**src/rtl/operand_stage.sv**
```systemverilog
// Decode-to-execute operand register with EX/WB forwarding, load-use stall
// detection and a valid/ready handshake toward the ALU stage.
module operand_stage #(
  parameter int XLEN        = 32,
  parameter int STALL_CNT_W = 16
) (
  input  logic                   clk,
  input  logic                   rst,
  input  logic                   in_valid,
  output logic                   in_ready,
  input  logic [4:0]             in_rs1,
  input  logic [4:0]             in_rs2,
  input  logic [4:0]             in_rd,
  input  logic                   in_use_rs1,
  input  logic                   in_use_rs2,
  input  logic                   in_is_load,
  input  logic [XLEN-1:0]        in_imm,
  input  logic [XLEN-1:0]        rf_rdata1,
  input  logic [XLEN-1:0]        rf_rdata2,
  input  logic                   ex_fwd_en,
  input  logic                   ex_load_pend,
  input  logic [4:0]             ex_rd,
  input  logic [XLEN-1:0]        ex_data,
  input  logic                   wb_en,
  input  logic [4:0]             wb_rd,
  input  logic [XLEN-1:0]        wb_data,
  input  logic                   flush,
  output logic                   out_valid,
  input  logic                   out_ready,
  output logic [XLEN-1:0]        out_op1,
  output logic [XLEN-1:0]        out_op2,
  output logic [XLEN-1:0]        out_imm,
  output logic [4:0]             out_rd,
  output logic                   out_is_load,
  output logic [STALL_CNT_W-1:0] stall_count
);

  logic                   valid_q, valid_d;
  logic [XLEN-1:0]        op1_q, op1_d, op2_q, op2_d, imm_q, imm_d;
  logic [4:0]             rd_q, rd_d, rs1_q, rs1_d, rs2_q, rs2_d;
  logic                   is_load_q, is_load_d, use1_q, use1_d, use2_q, use2_d;
  logic [STALL_CNT_W-1:0] stall_q, stall_d;
  logic                   hz, xfer;
  logic [XLEN-1:0]        op1_res, op2_res;

  // x0 is hard-wired to zero, so it is never forwarded; EX is younger than WB.
  function automatic logic [XLEN-1:0] resolve(
    input logic [4:0]      idx,
    input logic [XLEN-1:0] rf,
    input logic            ex_en,
    input logic [4:0]      ex_idx,
    input logic [XLEN-1:0] ex_val,
    input logic            wb_v,
    input logic [4:0]      wb_idx,
    input logic [XLEN-1:0] wb_val
  );
    if (idx == 5'd0)                     return '0;
    else if (ex_en && (ex_idx == idx))   return ex_val;
    else if (wb_v && (wb_idx == idx))    return wb_val;
    else                                 return rf;
  endfunction

  always_comb begin
    op1_res  = resolve(in_rs1, rf_rdata1, ex_fwd_en, ex_rd, ex_data, wb_en, wb_rd, wb_data);
    op2_res  = resolve(in_rs2, rf_rdata2, ex_fwd_en, ex_rd, ex_data, wb_en, wb_rd, wb_data);
    hz       = in_valid & ex_load_pend & (ex_rd != 5'd0) &
               ((in_use_rs1 & (ex_rd == in_rs1)) | (in_use_rs2 & (ex_rd == in_rs2)));
    in_ready = ~flush & ~hz & (~valid_q | out_ready);
    xfer     = in_valid & in_ready;

    valid_d   = valid_q;
    op1_d     = op1_q;
    op2_d     = op2_q;
    imm_d     = imm_q;
    rd_d      = rd_q;
    is_load_d = is_load_q;
    rs1_d     = rs1_q;
    rs2_d     = rs2_q;
    use1_d    = use1_q;
    use2_d    = use2_q;

    if (flush) begin
      valid_d = 1'b0;
    end else if (xfer) begin
      valid_d   = 1'b1;
      op1_d     = op1_res;
      op2_d     = op2_res;
      imm_d     = in_imm;
      rd_d      = in_rd;
      is_load_d = in_is_load;
      rs1_d     = in_rs1;
      rs2_d     = in_rs2;
      use1_d    = in_use_rs1;
      use2_d    = in_use_rs2;
    end else if (valid_q && out_ready) begin
      valid_d = 1'b0;
    end else if (valid_q) begin
      // A held instruction would otherwise miss a WB that lands while it waits.
      if (wb_en && (wb_rd != 5'd0) && use1_q && (wb_rd == rs1_q)) op1_d = wb_data;
      if (wb_en && (wb_rd != 5'd0) && use2_q && (wb_rd == rs2_q)) op2_d = wb_data;
    end

    stall_d = stall_q;
    if (hz && !flush && (stall_q != {STALL_CNT_W{1'b1}}))
      stall_d = stall_q + STALL_CNT_W'(1);
  end

  always_ff @(posedge clk or posedge rst) begin
    if (rst) begin
      valid_q   <= 1'b0;
      op1_q     <= '0;
      op2_q     <= '0;
      imm_q     <= '0;
      rd_q      <= '0;
      is_load_q <= 1'b0;
      rs1_q     <= '0;
      rs2_q     <= '0;
      use1_q    <= 1'b0;
      use2_q    <= 1'b0;
      stall_q   <= '0;
    end else begin
      valid_q   <= valid_d;
      op1_q     <= op1_d;
      op2_q     <= op2_d;
      imm_q     <= imm_d;
      rd_q      <= rd_d;
      is_load_q <= is_load_d;
      rs1_q     <= rs1_d;
      rs2_q     <= rs2_d;
      use1_q    <= use1_d;
      use2_q    <= use2_d;
      stall_q   <= stall_d;
    end
  end

  assign out_valid   = valid_q;
  assign out_op1     = op1_q;
  assign out_op2     = op2_q;
  assign out_imm     = imm_q;
  assign out_rd      = rd_q;
  assign out_is_load = is_load_q;
  assign stall_count = stall_q;

endmodule

```
**config.mk**
```make
export PLATFORM = sky130hd
export DESIGN_NAME = operand_stage
export DESIGN_NICKNAME = d
export VERILOG_FILES = /design/src/rtl/operand_stage.sv
export SDC_FILE = /design/constraint.sdc
export NUM_CORES = 1
export LEC_CHECK = 0
export BUFFER_PORTS_ARGS = -buffer_cell sky130_fd_sc_hd__buf_2
export CAP_MARGIN = 30
export CORE_MARGIN = 5
export CORE_UTILIZATION = 52
export DETAILED_ROUTE_END_ITERATION = 7
export PLACE_DENSITY_LB_ADDON = 0.08
export SYNTH_ARGS = -nofsm -noshare
export SYNTH_HDL_FRONTEND = slang
export SYNTH_SLANG_ARGS = --single-unit
```
**constraint.sdc**
```tcl
create_clock -name clk -period 8 [get_ports clk]
set_input_delay 0 -clock clk [delete_from_list [all_inputs] [get_ports clk]]
set_output_delay 0 -clock clk [all_outputs]
set_load 0.02 [all_outputs]
```
### Yosys cells after proc, flatten, opt, wreduce, memory -nomap -nowiden

Cells that the tools add are included.

* word-level logic and storage cells: 74
* memory bits (writable): 0
* memories kept: 0
* input bits: 196
* bits in read-only memories: 0
* latch bits: 0
* register bits: 131
* output and inout port bits: 120

* bitwise operators: 13
* shift-type cells: 0
* equality and inequality tests: 8
* add/subtract/negate cells: 1
* reduce and logical (&&, ||, !) cells: 24
* multiply operators: 0
* divide/modulo/power cells: 0
* mux-type cells: 17
* order comparisons: 0

Operator list (count)
* 2-to-1 mux 32 bit: 14
* equality test 5 bit: 6
* adder 16 x 1 -> 16 bit, second input constant: 1
* != test 16 bit, second input constant: 1
* logical AND 1 bit: 12
* zero test 5 bit: 2
* nonzero test 5 bit: 2
* bitwise AND 1 bit: 8
* AND reduction 4 bit: 2
* nonzero test 2 bit: 3
* 2-to-1 mux 1 bit: 3
* inverter 1 bit: 3
* nonzero test 3 bit: 1
* != test 2 bit, second input constant: 1
* bitwise OR 1 bit: 2
* AND reduction 2 bit: 1
* zero test 1 bit: 1

### Depth between registers and ports, before layout

* depth in word-level cells: 10
* gate-level depth with buffers: 9
* depth with buffers taken out: 6

### Worst setup path after synthesis

OpenSTA, ideal clock, no wires.

* path kind: register to register
* start: reg valid_q, in the netlist out_valid
* end: reg op1_q[10], in the netlist out_op1[10]
* required time: 7921 ps
* setup slack: 6206 ps
* data arrival time: 1715 ps
* clock period less this slack: 1794 ps
* library setup time: 79 ps
* path buffers: 1
* cell stages (with the launch flop): 8
* path through: dfrtp_1 > nor2b_1 > nor2b_1 > o311a_1 > nand4_1 > nand2_1 > buf_1 > a2bb2oi_1

* cells in the longest elaborated chain, start to end: 6
* elaborated cells between the ends (all ways): 10
* classes of those cells: 1 x eq/ne; 1 x mux; 4 x bitwise; 4 x reduce/logical

Ends and longest elaborated chain
* start, declared: line 38 `logic valid_q, valid_d;`
* start signal, assigned: line 122 `valid_q <= valid_d;`
* inverter 1 bit: line 68 `in_ready = ~flush & ~hz & (~valid_q | out_ready);`
* bitwise OR 1 bit: line 68
* bitwise AND 1 bit: line 68
* bitwise AND 1 bit: line 69 `xfer = in_valid & in_ready;`
* != test 2 bit (no line) / nonzero test 2 bit (equally long branches)
* AND reduction 4 bit (no line)
* end signal, assigned: line 123 `op1_q <= op1_d;`
* end, declared: line 39 `logic [XLEN-1:0] op1_q, op1_d, op2_q, op2_d, imm_q, imm_d;`

Parallel ways exist; a longest one is shown, timed or not.
A chain may end at the register's enable or synchronous reset.

### Worst setup path after layout

* start: in in_rs1[2]
* end: reg op2_q[29], in the netlist out_op2[29]

* cells in the longest elaborated chain, start to end: 10
* elaborated cells between the ends (all ways): 13
* classes of those cells: 2 x eq/ne; 1 x mux; 7 x bitwise; 3 x reduce/logical

Ends and longest elaborated chain
* start, declared: line 11 `input logic [4:0] in_rs1,`
* equality test 5 bit (*): line 67 `((in_use_rs1 & (ex_rd == in_rs1)) | (in_use_rs2 & (ex_rd == in_rs2)));`
* bitwise AND 1 bit (*): line 67
* bitwise OR 1 bit (*): line 67
* bitwise AND 1 bit (*): line 66 `hz = in_valid & ex_load_pend & (ex_rd != 5'd0) &`
* inverter 1 bit (*): line 68
* bitwise AND 1 bit (*) (2 in series): line 68
* bitwise AND 1 bit (*): line 69
* != test 2 bit (no line) / nonzero test 2 bit (equally long branches)
* AND reduction 4 bit (no line)
* end signal, assigned: line 124 `op2_q <= op2_d;`
* end, declared: line 39

Every way passes the cells marked *; elsewhere a longest branch is shown, timed or not.

==> run_results.csv <==
group,metric,value,unit
timing,slew_violations,0,
timing,post-route-min-period,3510,ps
drt,wl,30.8,mm
timing,hold_ws,12.7,ps
clock_network,cts.sinks,131,
clock_network,clk_pin_slew,60,ps
cells_and_area,final_nets,1445,
drt,first_pass_iters,5,
drt,drt_iter0_drc,1006,
yosys,yosysMostFrequentCell,"nand2_1",
clock_network,numCtsBuffers,17,
timing,timing.final.ws_setup,4490,ps
yosys,ys_async_sr_fraction,100,%
outcome,outcome,"completed",
critical_path,path_class,"in2reg",
floorplanning,start_util,53.0,%
critical_path,critPathCaptureType,"flop",
yosys,synth_top_family_by_area,"compound AO/OA/AOI/OAI gates",
drt,wire_per_inst,21.3,microns
yosys,synth_common_cells,"nand2_1, dfrtp_1, o21ai_0",
timing,fin_crit_sh,43.9,%
global_routing,grt_max_degree,78,
yosys,yosysWarnings,0,
clock_network,cts_tree,"done",
yosys,synth_fa_ha_area_share,0.169,%
yosys,ys_ff_latch,131,
timing,fin_setup_tns,0,ps
worst_hold_path,min_path_type,"in2reg",
placed_design,place_area,9000,sq um
critical_path,arrival,3860,ps
clock_network,clk_latency,420,ps
placed_design,hpwl,18.6,mm
placed_design,pre_cts_ws,5010,ps
clock_network,cts_resized,0,
clock_network,cts_max_path_buffers,2,
timing,rsz0062_at_grt,"no",
yosys,syn_inst,841,
flow_run,maxCapViolations,0,
power,pwr_density_cell,204,nW/um^2
yosys,yosys.area_share.xor_xnor,5.33,%
yosys,synth-compound-area-share,31.4,%
clock_network,cts-root-buf,"clkbuf_16",
placed_design,gp_congestion,0.876,
cells_and_area,stdcell_count,1442,
yosys,synthesis.area_per_instance,8.79,sq um
power,leakagePower,5.30,nW
global_routing,grt_antenna_before_repair,1,
yosys,synth_top_area_share,44.4,%
yosys,yosysSeqAreaShare,44.4,%
timing,fmax,0.285,GHz
yosys,ys.flop_type,"dfrtp_1",
drt,ant_nets,0,
floorplanning,num_io_pins,316,
floorplanning,rows,43,
drt,routed-via-count,8909,
global_routing,grt_pass1_wl,47.3,mm
power,vdd_drop_max,0.000171,V
timing,tightest_slew,996,ps
yosys,synth_area_leader_cell,"dfrtp_1",
drt,viasPerCell,6.18,
critical_path,r2r_cells,8,
cells_and_area,final_util,79.0,%
yosys,synth-edff-count,0,
floorplanning,die_h,129,microns
yosys,synth_fp_nets,1038,
critical_path,required,8350,ps
yosys,synthMuxAreaShare,0.152,%
floorplanning,dieArea,16700,sq um
critical_path,start_kind,"primary input",
critical_path,crit_fanout,74,
global_routing,grt.total_usage,36.3,%
placed_design,io_buffer_count,315,
clock_network,ctsHtreeMaxLevel,4,
timing,setup_viol,0,
timing,max_slew_margin,33.4,%
worst_hold_path,hold_depth,3,
floorplanning,core_area,13900,sq um
placed_design,dp_cells,1270,
cells_and_area,drive_gt1_share,29.6,%
cells_and_area,area_growth_syn_to_layout,49.0,%
yosys,yosys.area_share.simple,12.2,%
global_routing,grt_overflow,0,
yosys,synth_cell_types,37,
drt,drcViolationCount,0,
yosys,yosys-top-cells-area,"dfrtp_1, o21ai_0, nand2_1",
yosys,synth_area,7390,sq um
timing,fin_worst_skew,10.2,ps
global_routing,first_global_vias,8853,
floorplanning,die_w,129,microns
power,p_total,2.25,mW
cells_and_area,stdcell_area,11000,sq um
timing,hold_viol_final,0,
final timing paths:
check / endpoint / startpoint / slack (ps)
max: out_op2[29] / in_rs1[2] / 4490
min: out_op2[11] / ex_data[11] / 10
max reg2reg: out_op2[29] / out_valid / 4500
min reg2reg: out_imm[28] / out_imm[28] / 470
max in group asynchronous: out_op2[28] / rst / 6490
min in group asynchronous: out_imm[2] / rst / 300
cell type report:
type                    instances  area (sq um)
diodes                          1          2.50
flip-flops and latches        131          3280
well taps                     180           225
clock inverters                14           179
multi-input cells             591          3660
inverters                      37           144
clock buffers                  18           429
fillers                       957          2930
repair buffers                470          3090
timing repair:
item / in CTS / in global routing
setup endpoints to repair: 0 / 0
setup buffers: 0 / 0
hold endpoints to repair: 190 / 0
hold buffers: 139 / 0
where the power goes:
part	internal [mW]	leakage [nW]	switching (mW)
clock network	0.494	0.281	0.314
logic	0.265	3.41	0.347
registers	0.759	1.61	0.0662
total	1.52	5.30	0.727
worst max-delay path, cell delays in order:
cell,delay [ps]
dlygate4sd3_1,550
buf_2,170
xnor2_1,130
nand3_1,110
o32ai_2,170
a21oi_4,820
buf_4,770
o2111ai_1,250
a2bb2oi_1,240
dlygate4sd3_1,580
cell families after synthesis:
family | count (synthesis)
flip-flops | 131
AO/OA/AOI/OAI | 327
XOR/XNOR | 45
AND/OR/NAND/NOR | 217
adder cells (fa/ha/maj) | 1
buffers and inverters | 119
multiplexers | 1
per-layer routing:
| layer | vias up | share of wire [%] | wire [microns] | GRT usage [%] |
|---|---|---|---|---|
| met1 | 4263 | 37 | 11400 | 44.7 |
| met5 | - | 0.042 | 13 | 0 |
| met4 | 2 | 4.3 | 1330 | 16.1 |
| li1 | 3906 | - | - | - |
| met3 | 113 | 11 | 3250 | 9.65 |
| met2 | 625 | 48 | 14800 | 60.0 |
cell usage in the layout, fill, tap and decap left out, types with 2 or more instances in the layout:
master,netlist,routed
a2bb2oi_1,63,63
buf_2,10,315
buf_4,0,16
bufinv_16,0,3
clkbuf_16,0,17
clkinv_4,0,2
clkinvlp_4,0,5
dfrtp_1,131,131
dlygate4sd3_1,0,139
inv_1,37,36
inv_6,0,3
nand2_1,164,164
nand3_1,8,8
nand4_1,9,9
nor2_1,14,14
nor2b_1,2,2
nor3_1,7,7
nor4_1,2,2
o2111ai_1,63,63
o211ai_1,63,63
o21ai_0,129,129
or2_1,2,2
or3_1,4,2
or3_2,0,2
xnor2_1,26,26
xor2_1,19,19
flip-flops by register name, summed over array words and instances, names as in the netlist:
register     flops
rs1_q            5
use1_q           1
use2_q           1
out_valid        1
stall_count     16
out_op2         32
out_rd           5
out_is_load      1
out_imm         32
out_op1         32
rs2_q            5
Note: power is estimated with default switching activity, not from simulation.
